### src/rtl/patch_scheduler.sv
// patch_scheduler: walks an image buffer patch by patch and streams each pixel
// out over a valid/ready handshake, tagged with its patch and position index.
// One beat costs three cycles: address the buffer, capture the pixel, emit it.
module patch_scheduler #(
   parameter int PIXEL_WIDTH = 24,
   parameter int IMG_WIDTH   = 64,
   parameter int IMG_HEIGHT  = 64,
   parameter int PATCH_SIZE  = 16,
   localparam int ROW_W       = (IMG_HEIGHT > 1) ? $clog2(IMG_HEIGHT) : 1,
   localparam int COL_W       = (IMG_WIDTH > 1) ? $clog2(IMG_WIDTH) : 1,
   localparam int NUM_PATCHES = (IMG_WIDTH / PATCH_SIZE) * (IMG_HEIGHT / PATCH_SIZE),
   localparam int PIDX_W      = (NUM_PATCHES > 1) ? $clog2(NUM_PATCHES) : 1,
   localparam int POS_W       = (PATCH_SIZE > 1) ? $clog2(PATCH_SIZE * PATCH_SIZE) : 1
) (
   input  logic                   clk,
   input  logic                   reset,
   input  logic                   start,
   input  logic                   abort,
   output logic                   busy,
   output logic                   done,
   output logic                   rd_en,
   output logic [ROW_W-1:0]       rd_row,
   output logic [COL_W-1:0]       rd_col,
   input  logic [PIXEL_WIDTH-1:0] rd_data,
   output logic                   out_valid,
   input  logic                   out_ready,
   output logic [PIXEL_WIDTH-1:0] out_pixel,
   output logic [PIDX_W-1:0]      out_patch_idx,
   output logic [POS_W-1:0]       out_pos_idx,
   output logic                   out_patch_last,
   output logic                   out_frame_last
);

   localparam int PATCH_COLS = IMG_WIDTH / PATCH_SIZE;
   localparam int PATCH_ROWS = IMG_HEIGHT / PATCH_SIZE;
   localparam int PR_W = (PATCH_ROWS > 1) ? $clog2(PATCH_ROWS) : 1;
   localparam int PC_W = (PATCH_COLS > 1) ? $clog2(PATCH_COLS) : 1;
   localparam int PS_W = (PATCH_SIZE > 1) ? $clog2(PATCH_SIZE) : 1;

   localparam logic [2:0] IDLE    = 3'd0;
   localparam logic [2:0] READ    = 3'd1;
   localparam logic [2:0] CAPTURE = 3'd2;
   localparam logic [2:0] EMIT    = 3'd3;
   localparam logic [2:0] DONE    = 3'd4;

   logic [2:0]      state;
   logic [PR_W-1:0] patch_row;
   logic [PC_W-1:0] patch_col;
   logic [PS_W-1:0] pos_row;
   logic [PS_W-1:0] pos_col;

   logic pos_col_end, pos_row_end, patch_col_end, patch_row_end;
   logic handshake, kill;

   assign pos_col_end   = (pos_col == PS_W'(PATCH_SIZE - 1));
   assign pos_row_end   = (pos_row == PS_W'(PATCH_SIZE - 1));
   assign patch_col_end = (patch_col == PC_W'(PATCH_COLS - 1));
   assign patch_row_end = (patch_row == PR_W'(PATCH_ROWS - 1));

   assign busy      = (state != IDLE);
   assign done      = (state == DONE);
   assign rd_en     = (state == READ);
   assign out_valid = (state == EMIT);
   assign handshake = out_valid && out_ready;
   // abort only bites while a frame is in flight
   assign kill      = abort && busy;

   assign rd_row = ROW_W'(patch_row) * ROW_W'(PATCH_SIZE) + ROW_W'(pos_row);
   assign rd_col = COL_W'(patch_col) * COL_W'(PATCH_SIZE) + COL_W'(pos_col);

   assign out_patch_idx  = PIDX_W'(patch_row) * PIDX_W'(PATCH_COLS) + PIDX_W'(patch_col);
   assign out_pos_idx    = POS_W'(pos_row) * POS_W'(PATCH_SIZE) + POS_W'(pos_col);
   assign out_patch_last = out_valid && pos_col_end && pos_row_end;
   assign out_frame_last = out_patch_last && patch_col_end && patch_row_end;

   // frame sequencing; abort outranks a handshake in the same cycle
   always_ff @(posedge clk) begin
      if (reset) begin
         state <= IDLE;
      end else if (kill) begin
         state <= IDLE;
      end else begin
         case (state)
            IDLE:    if (start) state <= READ;
            READ:    state <= CAPTURE;
            CAPTURE: state <= EMIT;
            EMIT:    if (out_ready) state <= out_frame_last ? DONE : READ;
            DONE:    state <= IDLE;
            default: state <= IDLE;
         endcase
      end
   end

   // position counters: pos_col -> pos_row -> patch_col -> patch_row
   always_ff @(posedge clk) begin
      if (reset || kill || (handshake && out_frame_last)) begin
         patch_row <= '0;
         patch_col <= '0;
         pos_row   <= '0;
         pos_col   <= '0;
      end else if (handshake) begin
         if (!pos_col_end) begin
            pos_col <= pos_col + 1'b1;
         end else begin
            pos_col <= '0;
            if (!pos_row_end) begin
               pos_row <= pos_row + 1'b1;
            end else begin
               pos_row <= '0;
               if (!patch_col_end) begin
                  patch_col <= patch_col + 1'b1;
               end else begin
                  patch_col <= '0;
                  patch_row <= patch_row + 1'b1;
               end
            end
         end
      end
   end

   // pixel arrives the cycle after rd_en, i.e. while in CAPTURE
   always_ff @(posedge clk) begin
      if (reset) out_pixel <= '0;
      else if (state == CAPTURE) out_pixel <= rd_data;
   end

endmodule

### config.mk
export PLATFORM = sky130hd
export DESIGN_NAME = patch_scheduler
export DESIGN_NICKNAME = d
export VERILOG_FILES = /design/src/rtl/patch_scheduler.sv
export SDC_FILE = /design/constraint.sdc
export NUM_CORES = 1
export LEC_CHECK = 0
export ABC_CLOCK_PERIOD_IN_PS = 1770
export CORE_AREA = 2 2 53 105
export CTS_CLUSTER_SIZE = 16
export DETAILED_ROUTE_END_ITERATION = 12
export DIE_AREA = 0 0 55 107
export PLACE_DENSITY_LB_ADDON = 0.3
export SETUP_SLACK_MARGIN = 0.4
export SKIP_LAST_GASP = 1
export SLEW_MARGIN = 20
export SYNTH_ARGS = -nofsm -noshare
export SYNTH_HDL_FRONTEND = slang
export SYNTH_SLANG_ARGS = --single-unit
### constraint.sdc
create_clock -name clk -period 1.77 [get_ports clk]
set_input_delay 0.354 -clock clk [delete_from_list [all_inputs] [get_ports clk]]
set_output_delay 0.354 -clock clk [all_outputs]
set_load 0.01 [all_outputs]
Word-level counts from Yosys, hierarchy flattened
Index checks and enable logic that the tools add are counted.

Add/sub/neg operators: 8. Eq/ne operators: 10. Muxes and demuxes: 7. Reduce and logical (&&, ||, !) cells: 16.

Operator list (count): 6-bit by 4-bit adder with 6-bit output (2); 3-bit case mux with 4 select lines (1); 3-bit 2-to-1 mux (3); 4-bit by 1-bit adder with 4-bit output (second input constant) (2); 8-bit by 4-bit adder with 8-bit output (1); 4-bit == test (second input constant) (2); 4-bit 2-to-1 mux (2); 1-bit logical AND (7); 3-bit by 2-bit == test with 1-bit output (second input constant) (2); 2-bit by 1-bit adder with 2-bit output (second input constant) (2); 4-bit by 2-bit adder with 4-bit output (1); 2-bit == test (second input constant) (2); 2-bit AND reduction (2); 4-bit AND reduction (1); 3-bit by 1-bit == test with 1-bit output (second input constant) (1); 3-bit == test (second input constant) (1); 3-bit zero test (1); 3-bit AND reduction (1); 3-bit nonzero test (1); 1-bit logical OR (2); 2-bit 2-to-1 mux (1); 2-bit by 1-bit != test with 1-bit output (second input constant) (1); 2-bit != test (second input constant) (1); 2-bit OR reduction (1).

Bits in registers: 39. Input port bits: 29. Word-level logic and storage cells: 47.

Longest topological paths before layout
Depth after elaboration: 8. Gate-level depth with buffers: 6.

Least setup slack after synthesis
Ideal clock, no wire load.

Kind: register to register. From: reg pos_col[0]. To: reg pos_row[2]. Setup time: 79 ps. Arrival: 1660 ps. Data required time: 1691 ps. Slack: 30 ps. Stages on the path, launching flop included: 6. Buffers on the path: 1. Clock period less this slack: 1740 ps. Path through: dfxtp_1 > ha_1 > nand3_2 > buf_4 > or4_1 > a211oi_2.

Cells in the longest elaborated chain, start to end: 7. Elaborated cells between the ends (all ways): 8. Those cells by class: eq/ne: 1; reduce/logical: 7.

Ends and longest elaborated chain: from (decl) (line 50) `logic [PS_W-1:0] pos_col;`; from (signal assigned) (line 103) `pos_col <= pos_col + 1'b1;`; 4-bit == test * (line 55) `assign pos_col_end = (pos_col == PS_W'(PATCH_SIZE - 1));`; 1-bit logical AND (2 in a row) (line 73) `assign out_patch_last = out_valid && pos_col_end && pos_row_end;`; 1-bit logical AND (2 in a row) (line 74) `assign out_frame_last = out_patch_last && patch_col_end && patch_row_end;`; 1-bit logical AND (line 96) `if (reset || kill || (handshake && out_frame_last)) begin`; 1-bit logical OR (line 96); to (signal assigned) (line 107) `pos_row <= pos_row + 1'b1;`; to (decl) (line 49) `logic [PS_W-1:0] pos_row;`.

Every way passes the cells marked *; elsewhere a longest branch is shown, timed or not. A chain may end at the register's enable or synchronous reset.

Final worst setup path
From: reg pos_row[1]. To: out out_frame_last.

Cells in the longest elaborated chain, start to end: 4.

Ends and longest elaborated chain: 4-bit == test (line 56) `assign pos_row_end = (pos_row == PS_W'(PATCH_SIZE - 1));`; 1-bit logical AND (line 73); 1-bit logical AND (2 in a row) (line 74); to (decl) (line 31) `output logic out_frame_last`.

Every way passes these cells.

==> reports/results.ini <==
[floorplan]
die_y_um = 107
io_pins = 83
core_area_um2 = 5092
fp-row-count = 37
die_area_um2 = 5885
die_x_um = 55
initial_utilization_pct = 36.04

[placed_design]
port_buffers = 82
dpl.hpwl_mm = 3.792
place.gp.congestion = 0.8424

[detailed_routing]
wire_per_inst_um = 17.49
dr_wl_met2_mm = 4.098
wirelength_mm = 7.031
drt-met1-wl_mm = 2.259
routed.top_layer = met4
route.met3.wl_um = 350
final_antenna_net_count = 0
dr.pass1.iters = 4
via_count = 2123
vias_per_cell = 5.281
dr.first_iter.drc_count = 36
drc_errors = 0

[finish]
antenna-diode-count = 0
nets = 376
utilization_pct = 74.23
fill_cells = 368
area_growth_pct = 105.9
drive_above_1_share_pct = 58.72

[synthesis]
synthArstFlopShare_pct = 0
ys_types = 36
syn_area_per_cell_um2 = 8.577
synth-xor-area-share_pct = 0
synth_warnings = 0
synth_compound_area_share_pct = 17.72
netlist_area_um2 = 1836
synth_edf_count = 0
synth_top_family_by_area = simple AND/OR/NAND/NOR gates
synth-main-ff-cell = dfxtp_1
synth_seq_cells = 39
synthAdderAreaFrac_pct = 2.727
synth-simple-area-share_pct = 26.04
ys_seq_area_share_pct = 42.54
syn_inst = 214
syn_nets = 247
synth_mux_area_share_pct = 0.5453

[grt]
groute.usage.overall_pct = 23.63
grt_pass1_vias = 2064
grt_max_degree = 25
antenna_found_initial = 0
grt_pass1_wl_mm = 9.970
gr-total-overflow = 0

[worst_setup_path]
crit_type = reg2out
worstPathRequired_ps = 1420
worstPathMaxFanout = 2
arrival_ps = 1290
end_kind = output port
cp-start-kind = flop

[sta]
finalClockSkew_ps = 3.440
final_max_slew_viol_count = 0
period_share_pct = 92.95
min_period_ps = 1645
hold_viol = 0
finalSetupViolations = 0
rsz0062_at_grt = yes
worst-slew-pin-transition_ps = 396.2
fmax_mhz = 607.8
max_slew_margin_pct = 73.58

[power_and_ir_drop]
p_leak_uw = 0.001628
p_total_uw = 2443
p_per_area_nw_per_um2 = 646.3
max-vdd-ir-drop_v = 0.0006904

[clock_network]
path_clk_slew_ps = 80
clkLatencyLatePin_ps = 300
clock_tree.root_cell = clkbuf_8
htreeDepth = 2
cts_made_buffers = 5
cts_tree = done
cts.path.max_buffers = 2
cts.sinks = 39

[run]
max_cap_viol_count = 0

[status]
status = completed

[worst_hold_path]
hp-class = reg2reg

==> synth_stat cells (2+ instances only) <==
library cell | instances | share of area [%]
buf_4 | 15 | 6.1
ha_1 | 4 | 2.7
clkbuf_1 | 10 | 2.0
inv_1 | 4 | 0.82
nand4_1 | 4 | 1.4
nand2_1 | 52 | 11
nor3b_2 | 2 | 1.4
o31ai_1 | 7 | 2.9
nand3_1 | 5 | 1.4
a211oi_1 | 4 | 1.6
or4_1 | 5 | 2.0
nor3b_1 | 2 | 0.82
a21oi_1 | 29 | 7.9
a211oi_2 | 3 | 2.0
o21ai_0 | 3 | 0.82
nor2_1 | 3 | 0.61
buf_6 | 2 | 1.2
nor3_2 | 2 | 1.1
and3_1 | 3 | 1.0
dfxtp_1 | 39 | 43
==> final cells by class <==
type | instances | area [µm²] | area share, %
clock buffer | 8 | 122.6 | 3.244
inverter | 4 | 15.01 | 0.3972
multi-input combinational | 145 | 1358 | 35.92
sequential | 39 | 815.8 | 21.58
tap | 58 | 72.57 | 1.920
timing repair buffer | 148 | 1396 | 36.94
==> cell families (layout without fill, tap and decap cells) <==
family                   Yosys count  after routing
AO/OA/AOI/OAI                     51             52
flip-flops                        39             39
buffers and inverters             32            160
adder cells (fa/ha/maj)            4              4
AND/OR/NAND/NOR                   87             88
multiplexers                       1              1
==> cell usage in the layout, fill, tap and decap left out, drive strengths merged, types with 3 or more instances in the layout <==
master         instances
nand3                  6
o31ai                  7
nor3b                  4
a211oi                 7
inv                    4
dlygate4sd2           30
o21ai                  3
ha                     4
clkbuf                12
nand2                 52
dfxtp                 39
nor2                   3
and3                   3
a21o                   3
or4                    5
clkdlybuf4s15          4
a21oi                 29
buf                   83
nand4                  4
clkdlybuf4s50         27
==> registers in the layout, indices dropped and copies added (netlist names) <==
name	flops
patch_row	2
pos_row	4
patch_col	2
out_pixel	24
state	3
pos_col	4
==> timing repair <==
action,CTS,global route
resized for setup,176,89
cloned,5,0
pin swaps,25,44
buffers inserted,26,4
endpoints found under the setup margin,93,56
hold buffers,0,0
==> per-stage QoR <==
| stage | instances | hold WS, ps | cell area, µm² | TNS (ps) | setup WS (ps) |
|---|---|---|---|---|---|
| global placement | 359 | 440.5 | 2884 | -446.0 | -117.2 |
| finish | 402 | 461.8 | 3780 | 0 | 124.7 |
| global route | 402 | 482.1 | 3780 | 0 | 77.88 |
| CTS | 398 | 455.5 | 3475 | 0 | 139.6 |
| floorplan | 214 | 480.5 | 1936 | 0 | 286.8 |
| detailed placement | 359 | 447.0 | 2884 | -751.6 | -125.9 |
==> final timing paths <==
kind                                            startpoint                          to  slack, ps  cells past startpoint
worst min register to register  out_pixel[10]$_SDFFE_PP0P_  out_pixel[10]$_SDFFE_PP0P_        460                      2
worst min-delay path            out_pixel[10]$_SDFFE_PP0P_  out_pixel[10]$_SDFFE_PP0P_        460                      2
worst max register to register     pos_row[1]$_SDFFE_PP0P_   patch_row[1]$_SDFFE_PP0P_        130                      6
worst max-delay path               pos_row[1]$_SDFFE_PP0P_              out_frame_last        120                      5
==> critical path, cell delays in order, from the launching register on <==
cell and delay, ps:
dfxtp_4 360, ha_4 140, and3_4 200, nand3_4 90
nor2_4 90, buf_6 100
==> power breakdown <==
group	leakage, µW	internal, µW	switching [µW]	total (µW)
sequential	0.000326	916	45.4	961
combinational	0.00124	389	318	707
clock	0.0000618	450	325	775
==> routing by layer <==
metal / GRT usage [%] / vias to the layer above
met5: 0 / -
met4: 11.67 / 0
met3: 5.292 / 23
met2: 45.24 / 84
met1: 20.79 / 1014
li1: - / 1002
Note: power is estimated with default switching activity, not from simulation.
